--- config.mk ---
export PLATFORM = sky130hd
export DESIGN_NAME = evm_ballot_core_flat
export DESIGN_NICKNAME = d
export VERILOG_FILES = /design/src/rtl/evm_ballot_core_pkg.sv /design/src/rtl/evm_ballot_core_if.sv /design/src/rtl/evm_ballot_core_btn_debounce.sv /design/src/rtl/evm_ballot_core.sv /design/src/flat_wrapper.sv
export SDC_FILE = /design/constraint.sdc
export NUM_CORES = 1
export LEC_CHECK = 0
export CORE_MARGIN = 4
export CORE_UTILIZATION = 50
export DETAILED_ROUTE_END_ITERATION = 10
export GPL_TIMING_DRIVEN = 0
export PLACE_DENSITY = 0.8
export SLEW_MARGIN = 10
export SYNTH_ARGS = -nofsm -noshare
export SYNTH_HDL_FRONTEND = slang
export SYNTH_SLANG_ARGS = --single-unit
--- constraint.sdc ---
create_clock -name clock -period 2.85 [get_ports clock]
set_input_delay 0.285 -clock clock [delete_from_list [all_inputs] [get_ports clock]]
set_output_delay 0.285 -clock clock [all_outputs]
set_load 0.1 [all_outputs]
--- src/rtl/evm_ballot_core_pkg.sv ---
// Shared types for the EVM ballot controller.
//   evm_state_e : voter-sequence FSM states
//   MODE_*      : encodings of the mode input
package evm_pkg;

    typedef enum logic [1:0] {
        StIdle,
        StVerified,
        StBallot,
        StLockout
    } evm_state_e;

    localparam logic MODE_VOTE   = 1'b0;
    localparam logic MODE_RESULT = 1'b1;

endpackage

--- src/rtl/evm_ballot_core_if.sv ---
// Front-panel bundle of the EVM ballot controller.
//   master : panel side (drives buttons/mode/serial, reads LEDs and display)
//   slave  : controller side
interface evm_ballot_core_if #(
    parameter int unsigned NUM_CAND = 4,
    parameter int unsigned VOTER_W  = 5,
    parameter int unsigned CNT_W    = 8
);
    logic                mode_i;
    logic                checker_i;
    logic [VOTER_W-1:0]  serial_i;
    logic                auth_i;
    logic [NUM_CAND-1:0] cand_btn_i;
    logic                red_led_o;
    logic                green_led_o;
    logic                vote_ok_o;
    logic                dup_reject_o;
    logic [CNT_W-1:0]    disp_count_o;
    logic [NUM_CAND-1:0] sat_o;

    modport master (
        output mode_i, checker_i, serial_i, auth_i, cand_btn_i,
        input  red_led_o, green_led_o, vote_ok_o, dup_reject_o, disp_count_o, sat_o
    );

    modport slave (
        input  mode_i, checker_i, serial_i, auth_i, cand_btn_i,
        output red_led_o, green_led_o, vote_ok_o, dup_reject_o, disp_count_o, sat_o
    );
endinterface

--- src/rtl/evm_ballot_core_btn_debounce.sv ---
// Button debouncer: one registered single-cycle pulse after the button has
// been sampled high on DEBOUNCE consecutive edges; it re-arms only once the
// button has been sampled low.
//   clock, reset : design clock, async active-low reset
//   btn_i        : raw button (assumed already synchronous to clock)
//   pulse_o      : debounced press pulse
module btn_debounce #(
    parameter int unsigned DEBOUNCE = 50000
) (
    input  logic clock,
    input  logic reset,
    input  logic btn_i,
    output logic pulse_o
);
    localparam int unsigned CntW = $clog2(DEBOUNCE + 1);

    logic [CntW-1:0] cnt_q, cnt_d;
    logic            pulse_q, pulse_d;

    always_comb begin
        cnt_d   = '0;
        pulse_d = 1'b0;
        if (btn_i) begin
            pulse_d = (cnt_q == CntW'(DEBOUNCE - 1));
            // Parking at DEBOUNCE blocks a second pulse while still held.
            cnt_d   = (cnt_q == CntW'(DEBOUNCE)) ? cnt_q : cnt_q + 1'b1;
        end
    end

    always_ff @(posedge clock or negedge reset) begin
        if (!reset) begin
            cnt_q   <= '0;
            pulse_q <= 1'b0;
        end else begin
            cnt_q   <= cnt_d;
            pulse_q <= pulse_d;
        end
    end

    assign pulse_o = pulse_q;
endmodule

--- src/rtl/evm_ballot_core.sv ---
// EVM ballot controller: debounces check/auth/candidate buttons, runs the
// verify -> authorise -> cast -> lockout sequence, keeps a used-voter bitmap
// and saturating per-candidate tallies, and drives the display value.
//   clock, reset : design clock, async active-low reset
//   bus (slave)  : mode/checker/serial/auth/cand_btn in;
//                  red/green LEDs, vote_ok, dup_reject, disp_count, sat out
module evm_ballot_core
    import evm_pkg::*;
#(
    parameter int unsigned NUM_CAND    = 4,
    parameter int unsigned NUM_VOTERS  = 32,
    parameter int unsigned CNT_W       = 8,
    parameter int unsigned DEBOUNCE    = 50000,
    parameter int unsigned LOCK_CYCLES = 10
) (
    input logic               clock,
    input logic               reset,
    evm_ballot_core_if.slave  bus
);
    localparam int unsigned VOTER_W = $clog2(NUM_VOTERS);
    localparam int unsigned SEL_W   = $clog2(NUM_CAND);
    localparam int unsigned LOCK_W  = (LOCK_CYCLES > 1) ? $clog2(LOCK_CYCLES) : 1;
    localparam logic [CNT_W-1:0] CntMax = '1;

    logic                chk_p, auth_p;
    logic [NUM_CAND-1:0] cand_p;

    btn_debounce #(.DEBOUNCE(DEBOUNCE)) u_deb_chk (
        .clock(clock), .reset(reset), .btn_i(bus.checker_i), .pulse_o(chk_p)
    );
    btn_debounce #(.DEBOUNCE(DEBOUNCE)) u_deb_auth (
        .clock(clock), .reset(reset), .btn_i(bus.auth_i), .pulse_o(auth_p)
    );
    for (genvar g = 0; g < NUM_CAND; g++) begin : g_cand_deb
        btn_debounce #(.DEBOUNCE(DEBOUNCE)) u_deb_cand (
            .clock(clock), .reset(reset), .btn_i(bus.cand_btn_i[g]), .pulse_o(cand_p[g])
        );
    end

    evm_state_e          state_q, state_d;
    logic [VOTER_W-1:0]  voter_q, voter_d;
    logic [NUM_VOTERS-1:0] used_q, used_d;
    logic [CNT_W-1:0]    tally_q [NUM_CAND];
    logic [CNT_W-1:0]    tally_d [NUM_CAND];
    logic [NUM_CAND-1:0] sat_q, sat_d;
    logic [SEL_W-1:0]    sel_q, sel_d;
    logic [LOCK_W-1:0]   lock_q, lock_d;
    logic                vote_ok_q, vote_ok_d, dup_q, dup_d;

    logic [SEL_W-1:0]    cand_idx;
    logic                id_ok;

    // Lowest pressed index; also the index of the sole pulse when one-hot.
    always_comb begin
        cand_idx = '0;
        for (int i = NUM_CAND - 1; i >= 0; i--) begin
            if (cand_p[i]) cand_idx = SEL_W'(i);
        end
    end

    assign id_ok = (32'(bus.serial_i) < NUM_VOTERS);

    always_comb begin
        state_d   = state_q;
        voter_d   = voter_q;
        used_d    = used_q;
        tally_d   = tally_q;
        sat_d     = sat_q;
        sel_d     = sel_q;
        lock_d    = lock_q;
        vote_ok_d = 1'b0;
        dup_d     = 1'b0;
        case (state_q)
            StIdle: begin
                if (bus.mode_i == MODE_RESULT) begin
                    if (|cand_p) sel_d = cand_idx;
                end else if (chk_p) begin
                    if (id_ok && !used_q[bus.serial_i]) begin
                        state_d = StVerified;
                        voter_d = bus.serial_i;
                    end else begin
                        dup_d = 1'b1;
                    end
                end
            end
            StVerified: begin
                if (bus.mode_i == MODE_RESULT) state_d = StIdle;
                else if (auth_p)               state_d = StBallot;
            end
            StBallot: begin
                if (bus.mode_i == MODE_RESULT) begin
                    state_d = StIdle;
                end else if ($onehot(cand_p)) begin
                    if (tally_q[cand_idx] == CntMax) sat_d[cand_idx] = 1'b1;
                    else tally_d[cand_idx] = tally_q[cand_idx] + 1'b1;
                    used_d[voter_q] = 1'b1;
                    vote_ok_d       = 1'b1;
                    lock_d          = '0;
                    state_d         = StLockout;
                end
            end
            StLockout: begin
                if (lock_q == LOCK_W'(LOCK_CYCLES - 1)) state_d = StIdle;
                else                                    lock_d  = lock_q + 1'b1;
            end
            default: state_d = StIdle;
        endcase
    end

    always_ff @(posedge clock or negedge reset) begin
        if (!reset) begin
            state_q   <= StIdle;
            voter_q   <= '0;
            used_q    <= '0;
            tally_q   <= '{default: '0};
            sat_q     <= '0;
            sel_q     <= '0;
            lock_q    <= '0;
            vote_ok_q <= 1'b0;
            dup_q     <= 1'b0;
        end else begin
            state_q   <= state_d;
            voter_q   <= voter_d;
            used_q    <= used_d;
            tally_q   <= tally_d;
            sat_q     <= sat_d;
            sel_q     <= sel_d;
            lock_q    <= lock_d;
            vote_ok_q <= vote_ok_d;
            dup_q     <= dup_d;
        end
    end

    logic             red, green;
    logic [CNT_W-1:0] disp;

    always_comb begin
        red   = 1'b1;
        green = 1'b0;
        disp  = '0;
        case (state_q)
            StVerified: red = 1'b0;
            StBallot: begin
                red   = 1'b0;
                green = 1'b1;
            end
            StLockout: disp = '1;
            default: begin
                if (bus.mode_i == MODE_RESULT) disp = tally_q[sel_q];
            end
        endcase
    end

    assign bus.red_led_o    = red;
    assign bus.green_led_o  = green;
    assign bus.disp_count_o = disp;
    assign bus.vote_ok_o    = vote_ok_q;
    assign bus.dup_reject_o = dup_q;
    assign bus.sat_o        = sat_q;
endmodule

--- src/flat_wrapper.sv ---
// flat-port wrapper written by rule: the top's interface ports become plain ports
module evm_ballot_core_flat import evm_pkg::*;
#(
    parameter int unsigned NUM_CAND    = 4,
    parameter int unsigned NUM_VOTERS  = 32,
    parameter int unsigned CNT_W       = 8,
    parameter int unsigned DEBOUNCE    = 50000,
    parameter int unsigned LOCK_CYCLES = 10
)
  (clock, reset, bus_mode_i, bus_checker_i, bus_serial_i, bus_auth_i, bus_cand_btn_i, bus_red_led_o, bus_green_led_o, bus_vote_ok_o, bus_dup_reject_o, bus_disp_count_o, bus_sat_o);
  evm_ballot_core_if #(.NUM_CAND(NUM_CAND), .CNT_W(CNT_W)) bus_i ();
  input logic clock;
  input logic reset;
  input wire logic [$bits(bus_i.mode_i)-1:0] bus_mode_i;
  input wire logic [$bits(bus_i.checker_i)-1:0] bus_checker_i;
  input wire logic [$bits(bus_i.serial_i)-1:0] bus_serial_i;
  input wire logic [$bits(bus_i.auth_i)-1:0] bus_auth_i;
  input wire logic [$bits(bus_i.cand_btn_i)-1:0] bus_cand_btn_i;
  output wire logic [$bits(bus_i.red_led_o)-1:0] bus_red_led_o;
  output wire logic [$bits(bus_i.green_led_o)-1:0] bus_green_led_o;
  output wire logic [$bits(bus_i.vote_ok_o)-1:0] bus_vote_ok_o;
  output wire logic [$bits(bus_i.dup_reject_o)-1:0] bus_dup_reject_o;
  output wire logic [$bits(bus_i.disp_count_o)-1:0] bus_disp_count_o;
  output wire logic [$bits(bus_i.sat_o)-1:0] bus_sat_o;
  assign bus_i.mode_i = bus_mode_i;
  assign bus_i.checker_i = bus_checker_i;
  assign bus_i.serial_i = bus_serial_i;
  assign bus_i.auth_i = bus_auth_i;
  assign bus_i.cand_btn_i = bus_cand_btn_i;
  assign bus_red_led_o = bus_i.red_led_o;
  assign bus_green_led_o = bus_i.green_led_o;
  assign bus_vote_ok_o = bus_i.vote_ok_o;
  assign bus_dup_reject_o = bus_i.dup_reject_o;
  assign bus_disp_count_o = bus_i.disp_count_o;
  assign bus_sat_o = bus_i.sat_o;
  evm_ballot_core #(.NUM_CAND(NUM_CAND), .NUM_VOTERS(NUM_VOTERS), .CNT_W(CNT_W), .DEBOUNCE(DEBOUNCE), .LOCK_CYCLES(LOCK_CYCLES)) u_core (.clock(clock), .reset(reset), .bus(bus_i));
endmodule
### Word-level counts from Yosys, hierarchy flattened

Index checks and enable logic that the tools add are counted.

* reduce and logical (&&, ||, !) cells: 14
* magnitude comparators: 8
* bitwise operators: 7
* equal/unequal tests: 33
* mux-type cells: 61
* $add $sub $neg: 11

Operators by type and width (count)
* == test 16 bit, second input constant: 12
* two-way mux 16 bit: 12
* adder 16 x 1 -> 16 bit, second input constant: 6
* two-way mux 8 bit: 6
* binary-select mux 8 bit (select 2 bit): 2
* bitwise mux 32 bit: 1
* bitwise OR 32 bit: 1
* two-way mux 2 bit: 12
* != test 2 bit, second input constant: 11
* two-way mux 1 bit: 18
* demux 8 bit (select 2 bit): 1
* one-hot mux 8 bit (2 select lines): 1
* AND reduction 4 bit: 4
* less-than comparator 5 x 6 -> 1 bit, second input constant: 2
* two-way mux 4 bit: 3
* adder 8 x 1 -> 8 bit, second input constant: 1
* == test 8 bit, second input constant: 1
* one-hot mux 2 bit (4 select lines): 1
* one-hot mux 4 bit (2 select lines): 1
* >= comparator 3 bit, second input constant: 2
* NOT 2 -> 3 bit: 2
* AND reduction 3 bit: 2
* AND reduction 6 bit: 1
* binary-select mux 1 bit (select 5 bit): 1
* 23 further kinds: 30

* flip-flop bits (word level): 185
* input port bits: 14
* word-level logic and storage cells: 158

### Depth between registers and ports, before layout

* depth after elaboration: 11
* gate-level depth with buffers: 12
* mapped depth without buffers: 10

### Hierarchy

A second synthesis with hierarchy kept.

* cell total of the unflattened synthesis: 929
* area, all modules: 10159.7 µm²

Modules (own cells, without submodules)
* btn_debounce: cells an instance 93, area an instance 935.9 µm², instances 6
* evm_ballot_core: cells an instance 371, area an instance 4544.4 µm², instances 1

### Worst setup path before layout

Ideal clock, no wire load.

* path kind: register to register
* from: register u_core.state_q[0]
* to: register u_core.tally_q[16] (netlist bit)
* clock period less this slack: 2977 ps
* slack: -127 ps
* required time: 2725 ps
* stages on the path, launching flop included: 10
* data arrival time: 2852 ps
* buffers on the path: 0
* path through: dfrtp_1 -> inv_1 -> ha_1 -> inv_1 -> nor2_1 -> nand3_1 -> clkinv_1 -> nand2_1 -> nor2_2 -> mux2_2

* word-level cells in the longest chain between the ends: 2

Ends and longest elaborated chain
* from (decl): RTL line evm_ballot_core.sv:40 `evm_state_e state_q, state_d;`
* from (signal assigned): RTL line evm_ballot_core.sv:112 `state_q <= StIdle;`
* from (signal assigned): RTL line evm_ballot_core.sv:122 `state_q <= state_d;`
* == test 2 bit: RTL line evm_ballot_core.sv:73 `case (state_q)`
* AND reduction 4 bit (no source line)
* to (signal assigned): RTL line evm_ballot_core.sv:125 `tally_q <= tally_d;`
* to (decl): RTL line evm_ballot_core.sv:43 `logic [CNT_W-1:0] tally_q [NUM_CAND];`

No other way between the ends.
A chain may end at the register's enable or synchronous reset.

### Worst setup path in the final report

* from: register u_core.g_cand_deb[3].u_deb_cand.pulse_q
* to: register u_core.tally_q[1] (netlist bit)

* word-level cells in the longest chain between the ends: 11
* elaborated cells between the ends (all ways): 21

Ends and longest elaborated chain
* from (decl): RTL line evm_ballot_core_btn_debounce.sv:18 `logic pulse_q, pulse_d;`
* from (signal assigned): RTL line evm_ballot_core_btn_debounce.sv:36 `pulse_q <= pulse_d;`
* parallel branches: the longest is 11 deep, another holds adder 8 x 1 -> 8 bit

Parallel ways; which one is timed is not known. The select of a mux whose other input is x is not followed.

==> summary.txt <==
Floorplan
  – Die Width: ~140 um
  – Rows: a little under 50
  – Core area: 18150 um^2
  – Die area: between 20000 and 25000 um^2
  – Die Span Y: between 100 and 150 um
  – Initial Util: 0.5128
  – Io pins: 30

Yosys
  – Synth async-reset ratio: 1.000
  – Mean Syn Cell Area: 10.64 um^2
  – Xor and xnor area share after synthesis: 0.07341
  – Mapped Nets: 917
  – Synth Warn #: 0
  – Synth unique cells: 52
  – Synthesized area: ~9300 um^2
  – Yosys top cell area share: 0.4974
  – Post-synth top cells: dfrtp_1, nor2_1, nand2_1, nand3_1, xor2_1
  – Top post-synthesis cells by area: dfrtp_1, mux2_2, xor2_1
  – Number of synthesized register bits: 185
  – Count leader, synth: dfrtp_1
  – Cells after Synth: 875
  – Largest family of logic cells by synthesized area: simple AND/OR/NAND/NOR gates
  – Post-Synth Simple-Gate Area: 0.1873
  – Compound-cell area share of the yosys netlist: 0.07099
  – Area leader, netlist: dfrtp_1
  – Synth Area in Adders: 0.03845
  – Post-synthesis sequential area ratio: 0.4974
  – Mux contribution to synthesized area: 0.1070
  – Top FF cell, synth: dfrtp_1
  – EDFF count, synth: 0

Cells and area
  – Final nets: 987
  – Final cell count without fillers: between 1000 and 1500
  – Diode count: 0
  – Layout cell share with drive strength beyond 1: 0.1649
  – Finished layout cell area: 10840 um^2
  – Final Util: 0.5975
  – Synthesis-to-layout area growth: 16.51%

Outcome
  – Failing checks: negative setup slack
  – Status: finished, violations left

Timing
  – Count of final hold-check violations: 0
  – Slew Viols, Final: 0
  – Fin crit period: 2.952 ns
  – Min Hold Slack: 0.2411 ns
  – Final Cycle Share: 1.036
  – Worst-Margin Slew: ~1 ns
  – Setup WS post-layout: -0.1018 ns
  – Total negative slack: -1.450 ns
  – Fmax: about 0.34 GHz
  – Slew margin rel.: 0.3379
  – Setup Viol. Count Final: 32
  – Clock skew: 0.01437 ns

Power and ir drop
  – Net switching power: 1.818 mW
  – Seq pwr share: 0.450
  – Logic pwr share: 0.159
  – Peak supply drop: between 0.4 and 0.5 mV
  – Clock power frac: 0.391
  – Cell Int Power: 4.308 mW
  – Pwr dens: 565.0 nW/um^2
  – Switch share: 0.2968
  – Leak: 4.900 nW
  – Tot Pwr: about 6.1 mW

Worst hold path
  – Worst hold path class: input port to flop

Clocking
  – CTS tree: yes
  – Clock Latency Late Sink: 0.44 ns
  – Number of CTS-inserted buffers: 17
  – CTS Root Buffer Type: clkbuf_16
  – Clk slew on worst S/H paths: 0.07 ns
  – # clock sinks: 185
  – Clk buf depth: 2
  – Htree depth: 4

Route
  – DRT Wirelength: 19.62 mm
  – Initial drt markers: 420
  – DR pass1 iterations: 5
  – Antenna-violating nets left: 0
  – DR DRC count: 0
  – Drt wl/cell: 16.53 um
  – Vias: slightly below 7000
  – Via/cell ratio: approximately 5.7

Place
  – GPL Wtd Cong: 0.8050
  – Placement Cell Area: 9893 um^2
  – DP Wirelength: 12.10 mm
  – Cell count after placement: 1131
  – IO Port Bufs: 26
  – Setup Slack @ Placement: -0.5584 ns

Worst setup path
  – Critical path class: flop to flop
  – CP Data Arrival Time: 3.27 ns
  – Critical path endpoint category: flop
  – Worst path required time: 3.17 ns
  – Critical path peak fanout: 6
  – Crit path launch type: flop

Global route
  – Vias in the first global route: approximately 6700
  – Initial antenna violation count: 0
  – First-pass GRT wire length: 32.64 mm
  – Largest net degree at the start of global routing: 97
  – GRT Total Usage: 0.1939
  – Grt ovf: 0

Run
  – # Max-Cap Violations: 0
repair_timing:
item                       CTS  global route
gates cloned                 0             1
gates resized for setup     46            12
pin swaps                    7             5
hold endpoints to repair    95             0
setup endpoints to repair   52            49
setup buffers               11            13
hold buffers                 1             0
routing by layer:
metal / share of wire / global-route usage
met5: 0 / 0
met4: 0.014 / 0.06431
met3: 0.033 / 0.03505
met2: 0.51 / 0.3277
met1: 0.44 / 0.2538
cells by family after synthesis:
logic type	Yosys count
flip-flops	185
AO/OA/AOI/OAI	97
AND/OR/NAND/NOR	352
multiplexers	74
XOR/XNOR	78
buffers and inverters	61
adder cells (fa/ha/maj)	28
path summary, 6_finish.rpt:
kind                                                          from                                       to  slack, ns  cells past startpoint
setup / recovery           u_core.g_cand_deb[3].u_deb_cand.pulse_o                        u_core.tally_q[1]      -0.10                     11
hold / removal                                     bus_serial_i[0]                        u_core.voter_q[0]       0.24                      2
setup reg to reg           u_core.g_cand_deb[3].u_deb_cand.pulse_o                        u_core.tally_q[1]      -0.10                     11
hold reg to reg                                  u_core.used_q[18]                        u_core.used_q[18]       0.46                      1
max in group asynchronous                                    reset  u_core.g_cand_deb[1].u_deb_cand.pulse_o       1.48                      3
min in group asynchronous                                    reset                       u_core.tally_q[27]       0.45                      2
state kept, by name, indices dropped and copies added, names as in the netlist:
name,flops
u_core.used_q,32
u_core.g_cand_deb.u_deb_cand.pulse_o,4
u_core.bus.vote_ok_o,1
u_core.u_deb_auth.pulse_o,1
u_core.voter_q,5
u_core.tally_q,32
u_core.lock_q,4
u_core.g_cand_deb.u_deb_cand.cnt_q,64
u_core.sel_q,2
u_core.u_deb_chk.cnt_q,16
u_core.state_q,2
u_core.bus.sat_o,4
u_core.u_deb_auth.cnt_q,16
u_core.u_deb_chk.pulse_o,1
u_core.bus.dup_reject_o,1
area by class of cell:
| cell class | instances | area [um^2] |
|---|---|---|
| Fill cell | 1435 | 7305 |
| Sequential cell | 185 | 4632 |
| Multi-Input combinational cell | 630 | 4568 |
| Timing Repair Buffer | 52 | 514.2 |
| Clock buffer | 20 | 456.7 |
| Tap cell | 229 | 286.5 |
| Inverter | 40 | 152.6 |
| Clock inverter | 12 | 138.9 |
| Buffer | 19 | 93.84 |
critical path, stage by stage, from the launching register on:
cell,delay (ns)
dfrtp_1,0.43
inv_2,0.09
ha_4,0.20
buf_4,0.14
a21oi_2,0.41
o22ai_1,0.22
a21oi_1,0.35
and4_1,0.28
buf_4,0.20
nor3_4,0.05
buf_4,0.16
mux2_1,0.31
cells in the final DEF, fill, tap and decap left out, types with 22 or more instances in the layout:
cell type	count
nand3_1	53
nand2_1	68
inv_1	30
mux2_2	42
dfrtp_1	183
buf_4	23
nor2_1	114
xor2_1	50
ha_1	22
xnor2_1	28
a21oi_1	27
power groups by stage:
stage	registers [mW]	clock network, mW	logic, mW
after global routing	2.76	2.56	1.06
after global placement	2.80	0	0.942
final	2.75	2.40	0.975
after floorplan	2.78	0	0.699
after CTS	2.75	2.44	0.959
after detailed placement	2.80	0	0.961
Power figures use the tool's default switching activity.
